===== src/rtl/serial_frame_rx_if.sv =====
// Parallel word handshake between serial_frame_rx (master) and its consumer (slave).
interface serial_frame_rx_if #(
  parameter int unsigned SHIFT_WIDTH = 8
);
  logic [SHIFT_WIDTH-1:0] data_out;
  logic                   data_valid;
  logic                   data_ready;

  modport master (output data_out, output data_valid, input data_ready);
  modport slave  (input data_out, input data_valid, output data_ready);
endinterface


===== src/rtl/serial_frame_rx.sv =====
// Framed serial-to-parallel receiver: start bit, SHIFT_WIDTH data bits, optional parity
// (SFRX_PARITY_EN), stop bit; good words land in a one-word buffer with valid/ready.
module serial_frame_rx #(
  parameter int unsigned SHIFT_WIDTH     = 8,
  parameter string       SHIFT_DIRECTION = "LEFT",
  parameter bit          PARITY_ODD      = 1'b0
) (
  input  logic                     clk,
  input  logic                     rst_n,
  input  logic                     sclr,
  input  logic                     bit_en,
  input  logic                     serial_in,
  serial_frame_rx_if.master        bus,
  output logic                     frame_err,
  output logic                     overrun,
  output logic                     parity_err,
  output logic                     busy
);

  localparam int unsigned CntW      = $clog2(SHIFT_WIDTH);
  localparam bit          ShiftRight = (SHIFT_DIRECTION == "RIGHT");

  typedef enum logic [1:0] {StIdle, StData, StParity, StStop} state_e;

  state_e                 state_q;
  logic [CntW-1:0]        cnt_q;
  logic [SHIFT_WIDTH-1:0] shift_q;
  logic [SHIFT_WIDTH-1:0] data_q;
  logic                   valid_q;
  logic                   frame_err_q;
  logic                   overrun_q;
`ifdef SFRX_PARITY_EN
  logic                   par_bad_q;
  logic                   parity_err_q;
`endif

  always_ff @(posedge clk or negedge rst_n) begin
    if (!rst_n) begin
      state_q      <= StIdle;
      cnt_q        <= '0;
      shift_q      <= '0;
      data_q       <= '0;
      valid_q      <= 1'b0;
      frame_err_q  <= 1'b0;
      overrun_q    <= 1'b0;
`ifdef SFRX_PARITY_EN
      par_bad_q    <= 1'b0;
      parity_err_q <= 1'b0;
`endif
    end else if (sclr) begin
      state_q      <= StIdle;
      cnt_q        <= '0;
      valid_q      <= 1'b0;
      frame_err_q  <= 1'b0;
      overrun_q    <= 1'b0;
`ifdef SFRX_PARITY_EN
      par_bad_q    <= 1'b0;
      parity_err_q <= 1'b0;
`endif
    end else begin
      frame_err_q  <= 1'b0;
      overrun_q    <= 1'b0;
`ifdef SFRX_PARITY_EN
      parity_err_q <= 1'b0;
`endif
      // Acceptance runs every cycle; a word loaded on the same edge overrides it below.
      if (valid_q && bus.data_ready) valid_q <= 1'b0;

      if (bit_en) begin
        unique case (state_q)
          StIdle: begin
            if (!serial_in) begin
              state_q <= StData;
              cnt_q   <= '0;
            end
          end
          StData: begin
            if (ShiftRight) shift_q <= {serial_in, shift_q[SHIFT_WIDTH-1:1]};
            else            shift_q <= {shift_q[SHIFT_WIDTH-2:0], serial_in};
            if (cnt_q == CntW'(SHIFT_WIDTH - 1)) begin
              cnt_q <= '0;
`ifdef SFRX_PARITY_EN
              state_q <= StParity;
`else
              state_q <= StStop;
`endif
            end else begin
              cnt_q <= cnt_q + 1'b1;
            end
          end
          StParity: begin
`ifdef SFRX_PARITY_EN
            par_bad_q <= ((^shift_q) ^ serial_in) != PARITY_ODD;
`endif
            state_q <= StStop;
          end
          StStop: begin
            state_q <= StIdle;
            if (!serial_in) begin
              frame_err_q <= 1'b1;
`ifdef SFRX_PARITY_EN
            end else if (par_bad_q) begin
              parity_err_q <= 1'b1;
`endif
            end else if (!valid_q || bus.data_ready) begin
              data_q  <= shift_q;
              valid_q <= 1'b1;
            end else begin
              overrun_q <= 1'b1;
            end
`ifdef SFRX_PARITY_EN
            par_bad_q <= 1'b0;
`endif
          end
          default: state_q <= StIdle;
        endcase
      end
    end
  end

  assign bus.data_out   = data_q;
  assign bus.data_valid = valid_q;
  assign frame_err      = frame_err_q;
  assign overrun        = overrun_q;
  assign busy           = (state_q != StIdle);
`ifdef SFRX_PARITY_EN
  assign parity_err     = parity_err_q;
`else
  assign parity_err     = 1'b0;
`endif

endmodule

===== src/flat_wrapper.sv =====
// flat-port wrapper written by rule: the top's interface ports become plain ports
module serial_frame_rx_flat 
#(
  parameter int unsigned SHIFT_WIDTH     = 8,
  parameter string       SHIFT_DIRECTION = "    ",
  parameter bit          PARITY_ODD      = 1'b0
)
  (clk, rst_n, sclr, bit_en, serial_in, frame_err, overrun, parity_err, busy, bus_data_out, bus_data_valid, bus_data_ready);
  serial_frame_rx_if #(.SHIFT_WIDTH(SHIFT_WIDTH)) bus_i ();
  input  logic clk;
  input  logic rst_n;
  input  logic sclr;
  input  logic bit_en;
  input  logic serial_in;
  output logic frame_err;
  output logic overrun;
  output logic parity_err;
  output logic busy;
  output wire logic [$bits(bus_i.data_out)-1:0] bus_data_out;
  output wire logic [$bits(bus_i.data_valid)-1:0] bus_data_valid;
  input wire logic [$bits(bus_i.data_ready)-1:0] bus_data_ready;
  assign bus_data_out = bus_i.data_out;
  assign bus_data_valid = bus_i.data_valid;
  assign bus_i.data_ready = bus_data_ready;
  serial_frame_rx #(.SHIFT_WIDTH(SHIFT_WIDTH), .SHIFT_DIRECTION(SHIFT_DIRECTION), .PARITY_ODD(PARITY_ODD)) u_core (.clk(clk), .rst_n(rst_n), .sclr(sclr), .bit_en(bit_en), .serial_in(serial_in), .bus(bus_i), .frame_err(frame_err), .overrun(overrun), .parity_err(parity_err), .busy(busy));
endmodule

===== config.mk =====
export PLATFORM = sky130hd
export DESIGN_NAME = serial_frame_rx_flat
export DESIGN_NICKNAME = d
export VERILOG_FILES = /design/src/rtl/serial_frame_rx_if.sv /design/src/rtl/serial_frame_rx.sv /design/src/flat_wrapper.sv
export SDC_FILE = /design/constraint.sdc
export NUM_CORES = 1
export LEC_CHECK = 0
export ABC_AREA = 0
export BUFFER_PORTS_ARGS = -buffer_cell sky130_fd_sc_hd__buf_2
export CORE_MARGIN = 2
export CORE_UTILIZATION = 53
export DETAILED_ROUTE_END_ITERATION = 7
export GPL_ROUTABILITY_DRIVEN = 0
export PLACE_DENSITY = 0.85
export SLEW_MARGIN = 25
export SYNTH_ARGS = -nofsm -noshare
export SYNTH_HDL_FRONTEND = slang
export SYNTH_SLANG_ARGS = --single-unit

===== constraint.sdc =====
create_clock -name clk -period 1.9 [get_ports clk]
set_input_delay 0.19 -clock clk [delete_from_list [all_inputs] [get_ports clk]]
set_output_delay 0.19 -clock clk [all_outputs]
set_load 0.02 [all_outputs]

==> results of run 1 <==
[worst max path at each step]
| stage | from | end | slack [ns] | cells after the start |
|---|---|---|---|---|
| 6_report | u_core.state_q[0] | u_core.state_q[0] | 0.34 | 5 |
| 5_1_grt | u_core.state_q[0] | u_core.bus.data_out[3] | 0.19 | 5 |
| 4_1_cts | u_core.state_q[0] | u_core.state_q[0] | 0.34 | 5 |
| 3_5_place_dp | u_core.state_q[0] | u_core.state_q[0] | 0.36 | 5 |
| 3_3_place_gp | u_core.state_q[0] | u_core.state_q[0] | 0.41 | 5 |
| 2_1_floorplan | u_core.state_q[0] | u_core.state_q[0] | 0.44 | 5 |
[cell usage in the layout (no fill, tap or decap), types with 2 or more instances in the layout]
| master | synthesis | layout |
|---|---|---|
| a21oi_1 | 4 | 4 |
| buf_2 | 0 | 17 |
| clkbuf_4 | 0 | 3 |
| dfrtp_1 | 24 | 24 |
| ha_1 | 6 | 6 |
| inv_1 | 5 | 5 |
| mux2_2 | 17 | 17 |
| nand2b_1 | 3 | 3 |
| nand3_1 | 2 | 2 |
| nand4_1 | 2 | 2 |
| nor2_1 | 4 | 4 |
| o21ai_0 | 3 | 3 |
[where the power goes]
group	switching (µW)	total [µW]	internal, µW
logic	69.7	140	70.8
registers	40.1	606	566
clock network	143	260	117
[flip-flops by register name (all words and copies together), names as in the netlist]
name                   count
u_core.bus.data_out        8
u_core.shift_q             8
u_core.cnt_q               3
u_core.state_q             2
u_core.bus.data_valid      1
u_core.frame_err           1
u_core.overrun             1
[per-layer routing]
| metal | vias to the layer above | share of wire [%] |
|---|---|---|
| li1 | 322 | - |
| met4 | 0 | 0.74 |
| met1 | 329 | 42 |
| met5 | - | 0 |
| met2 | 18 | 54 |
| met3 | 2 | 3.9 |
[kinds of logic (layout without fill, tap and decap cells)]
group	Yosys count	count (layout)	synth area share [%]
adders and majority gates	6	6	6.977
AOI/OAI and AO/OA	10	10	5.698
buffers and inverters	8	28	3.837
muxes	18	18	18.72
DFF	24	24	55.81
and+or+nand+nor	15	15	8.605
other	1	1	0.3485
[worst max-delay path: stages (launching register included)]
cell and delay (ns):
dfrtp_1 0.42, inv_1 0.08, ha_1 0.24, a21bo_2 0.23, a21oi_2 0.15, mux2_2 0.34
[cell usage after synthesis, drive strengths merged]
master / instances / area share, %
buf: 3 / 2.1
a21oi: 5 / 2.7
o21ai: 3 / 1.4
mux2i: 1 / 0.93
nand4b: 1 / 0.81
inv: 5 / 1.7
a21bo: 1 / 0.93
mux2: 17 / 18
nand3b: 1 / 1.0
nand3: 2 / 0.93
nor4bb: 1 / 0.93
nor2: 4 / 1.4
a21boi: 1 / 0.70
nand4: 2 / 1.2
ha: 6 / 7.0
nand2b: 3 / 1.7
conb: 1 / 0.35
nor2b: 1 / 0.58
dfrtp: 24 / 56
[per-stage QoR]
stage               cells  utilization, %
finish                129           63.14
global route          129           63.14
CTS                   129           63.14
detailed placement    124           60.76
global placement      124           60.76
floorplan              82               -
[cell type report]
class	instances	share of cell area, %
clock buffer	4	2.959
inverter	5	1.531
multi-input combinational	50	35.41
sequential	24	48.98
tap	27	2.755
timing repair buffer	19	8.367
[timing repair]
action / CTS / global route
setup buffers: 0 / 0
gates resized for setup: 0 / 0
hold buffers: 1 / 0
endpoints found under the setup margin: 0 / 0
hold endpoints to repair: 24 / 0
==> results.yml, run 1 <==
sta:
  fin_crit_sh_pct: 82.12
  timing.fmax_mhz: 640.9
  rsz0062_at_grt: "no"
  finalSetupViolations: 0
  whs_ns: 0.09425
  setup_tns_ns: 0
  layout_setup_ws_ns: 0.3398
  max_slew.worst_pin.slew_ns: 0.5196
  relSlewSlack_pct: 65.36
  hold_viol_final: 0
  period_needed_ns: 1.560
  drv_slew: 0
  fin_skew_ns: 0.002143
final_layout:
  nNetsFinal: 115
  multiInputGateArea_um2: 434.2
  n_antenna_cell: 0
  final_area_um2: 1226
  ff_latch_area_um2: 600.6
  fillers: 166
  drive_gt1_share_pct: 41.18
  area_growth_pct: 13.95
floorplanning:
  die_h_um: 49.06
  start_util_pct: 55.41
  coreArea_um2: 1942
  die_area_um2: 2407
  io_pins: 19
  rows: 16
  fp.dieW_um: 49.06
flow_run:
  max_cap_viol_count: 0
critical_path:
  r2r_cells: 5
  cp-start-kind: "flop"
  r2r-end: "u_core.state_q[0]"
  cp_data_required_time_ns: 2.11
  critical_path.endpoint_type: "flop"
  critPathMaxFanout: 4
  arrival_ns: 1.77
  rr_startpoint: "u_core.state_q[0]"
  r2r_slack_ns: 0.34
  crit_type: "flop to flop"
grt:
  gr-usage-met3_pct: 3.988
  grt_pass1_vias: 730
  grtUsageTotal_pct: 17.09
  busiest_layer: "met2"
  grt_antenna_before_repair: 0
  grtUsageMet2_pct: 29.05
  grt_max_degree: 25
  gr-total-overflow: 0
  grtUsageMet1_pct: 20.08
  grt_pass1_wl_um: 3105
logic_synthesis:
  syn_nets: 94
  yosysSeqAreaShare_pct: 55.81
  synthDistinctLibCells: 20
  netlist_area_um2: 1076
  avgSynthCellArea_um2: 13.12
  synth_seq_cells: 24
  yosys_warnings: 0
  synthCells: 82
drt:
  drc: 0
  wl_um: 1620
  drtPass1Iterations: 4
  via_count: 671
  drtIter0Drc: 5
  drt-wirelength-per-cell_um: 12.56
  detail-route-antenna-nets: 0
  viasPerCell: 5.202
clock_network:
  clk_latency_ns: 0.31
  htreeDepth: 1
  cts_sinks: 24
  cts_buffer_depth: 2
  cts_tree: "built"
  cts_made_buffers: 3
  root_buffer: "clkbuf_4"
  clkTransAtPathRegs_ns: 0.12
power_and_ir_drop:
  power.density_nw_per_um2: 820.8
  leakage_uw: 0.0006503
  power_uw: 1007
  vdd_ir_drop_max_mv: 0.4201
placement:
  dpl.hpwl_um: 1214
  pre_cts_ws_ns: 0.3629
  placed_cell_area_um2: 1180
  numPortBuffers: 17
hold_path:
  hold_depth: 2
  hp-start: "serial_in"
  hold_class: "input port to flop"
  min_to: "u_core.frame_err"
run_status:
  status: "finished, final reports clean"
No activity file was read; power rests on OpenSTA's default activity.
==> inputs of run 2 (changes only) <==
- ABC_AREA: 0 -> 1
- CORE_UTILIZATION: 53 -> 54
- PLACE_DENSITY: 0.85 -> 0.86
- clock period: 1.9 -> 1.6 ns (I/O delays scaled with it)
==> results.yml, run 2 <==
run_status:
  status: "finished, final reports clean"
final_layout:
  layout_commonest_cell: "nand2_1"
  fillers: 156
  multiInputGateArea_um2: 474.2
  ff_latch_area_um2: 600.6
  n_antenna_cell: 0
  area_growth_pct: 13.00
  layoutNonFillerInstCount: 170
  layout_common_cells: "nand2_1 (36), dfrtp_1 (24), buf_2 (17)"
  drive_gt1_share_pct: 27.97
  nNetsFinal: 156
grt:
  grt_antenna_before_repair: 0
  grt_max_degree: 25
  gr-total-overflow: 0
  grtUsageTotal_pct: 15.86
  grt_pass1_wl_um: 3008
  grt_pass1_vias: 695
drt:
  wl_um: 1856
  via_count: 807
  drtPass1Iterations: 4
  drtIter0Drc: 20
  drc: 0
  detail-route-antenna-nets: 0
  viasPerCell: 4.747
  drt-wirelength-per-cell_um: 10.92
logic_synthesis:
  ys_top_cells_by_area: "dfrtp_1 (52%), nand2_1 (12%), o21ai_2 (9.8%)"
  synth.most_common_cell: "nand2_1"
  yosys-top-cells-count: "nand2_1 (36), dfrtp_1 (24), inv_1 (15)"
  avgSynthCellArea_um2: 9.394
  synthArstFlopShare_pct: 100.0
  synthFlopType: "dfrtp_1"
  netlist_area_um2: 1165
  synth_mux_area_share_pct: 0
  yosys_warnings: 0
  yosysSeqAreaShare_pct: 51.56
  synthAdderAreaFrac_pct: 6.445
  synth_enable_flop_cells: 0
  synth-compound-area-share_pct: 11.82
  yosys.area_share.simple_pct: 22.13
  synth_top_cell_area_share_pct: 51.56
  synthXorXnorAreaFrac_pct: 0
  synth_top_family_by_area: "simple AND/OR/NAND/NOR gates"
  synthCells: 124
  synth_top_area_cell: "dfrtp_1"
  synthDistinctLibCells: 19
  syn_nets: 136
  synth_seq_cells: 24
floorplanning:
  start_util_pct: 58.19
  fp.dieW_um: 50.45
  die_h_um: 50.45
  rows: 16
  coreArea_um2: 2002
  die_area_um2: 2545
  io_pins: 19
sta:
  relSlewSlack_pct: 66.07
  period_needed_ns: 1.415
  fin_crit_sh_pct: 88.43
  max_slew.worst_pin.slew_ns: 0.5090
  drv_slew: 0
  fin_skew_ns: 0.003839
  hold_viol_final: 0
  rsz0062_at_grt: "no"
  setup_tns_ns: 0
  finalSetupViolations: 0
  timing.fmax_mhz: 706.8
  whs_ns: 0.04612
clock_network:
  cts_sinks: 24
  clk_latency_ns: 0.31
  clkTransAtPathRegs_ns: 0.13
  cts_setup_buffers: 0
  cts_tree: "built"
  htreeDepth: 1
  cts_buffer_depth: 2
  root_buffer: "clkbuf_4"
  cts_made_buffers: 3
critical_path:
  path_cells: "inv_1 -> ha_1 -> inv_1 -> buf_2"
  cp-start-kind: "flop"
  r2r_cells: 7
  cp-endpoint: "busy"
  crit_start: "u_core.state_q[0]"
  r2r_slack_ns: 0.21
  critical_path.endpoint_type: "output pin"
  arrival_ns: 1.25
  r2r-end: "u_core.cnt_q[2]"
  cp_data_required_time_ns: 1.44
  critical_path.slowest_cell: "dfrtp_1"
  crit_top_cell: "inv_1"
  rr_startpoint: "u_core.state_q[1]"
  critPathMaxStageDelay_ns: 0.44
  critPathMaxFanout: 5
  crit_type: "flop to output pin"
flow_run:
  max_cap_viol_count: 0
placement:
  dpl.hpwl_um: 1348
  dp_cells: 165
  numPortBuffers: 17
power_and_ir_drop:
  leakage_uw: 0.0007157
  power.density_nw_per_um2: 1508
  vdd_ir_drop_max_mv: 0.6589
  power_uw: 1985
hold_path:
  hold_class: "input port to flop"
==> run 2: repair_timing <==
action / CTS / global route
gates resized for setup: 0 / 0
hold buffers: 1 / 0
endpoints found under the hold margin: 24 / 0
==> run 2: cell families after synthesis <==
group                      after synthesis
DFF                                     24
adders and majority gates                6
buffers and inverters                   19
other                                    1
and+or+nand+nor                         57
AOI/OAI and AO/OA                       17
==> run 2: worst min path at each step <==
stage                         start                     end  slack, ns  cells after the start
after global routing      serial_in        u_core.frame_err       0.03                      2
after global placement        rst_n         u_core.cnt_q[0]       0.16                      1
final                     serial_in        u_core.frame_err       0.05                      2
after floorplan               rst_n  u_core.bus.data_out[0]      -0.14                      0
after CTS                 serial_in        u_core.frame_err       0.03                      2
after detailed placement      rst_n         u_core.cnt_q[0]       0.16                      1
==> run 2: power breakdown <==
part           switching, µW  internal (µW)
Sequential               103            769
Clock                    182            253
Combinational            442            237
Total                    727           1260
==> run 2: layer usage <==
layer  part of all wire, %  GRT usage, %
met3                   2.9         2.679
met5                     0             0
met4                  0.81         8.108
met2                    48         25.44
met1                    48         20.67
==> run 2: layout make-up <==
type | instances | area share, %
tap | 27 | 2.567
clock inverter | 1 | 2.281
inverter | 16 | 4.563
multi-input combinational | 81 | 36.03
clock buffer | 3 | 1.711
sequential | 24 | 45.63
timing repair buffer | 18 | 7.224
==> run 2: per-stage QoR <==
step	area, µm²	setup slack [ns]	util [%]
3_5_place_dp	1254	0.2419	62.63
2_1_floorplan	1165	0.4036	-
4_1_cts	1316	0.1785	65.75
6_report	1316	0.1851	65.75
3_3_place_gp	1254	0.3055	62.63
5_1_grt	1316	0.1075	65.75
==> run 2: critical path, delay by kind of cell (launching register included) <==
family / cells / cell delay, ns
DFF: 1 / 0.44
buffers and inverters: 3 / 0.27
adders and majority gates: 1 / 0.23
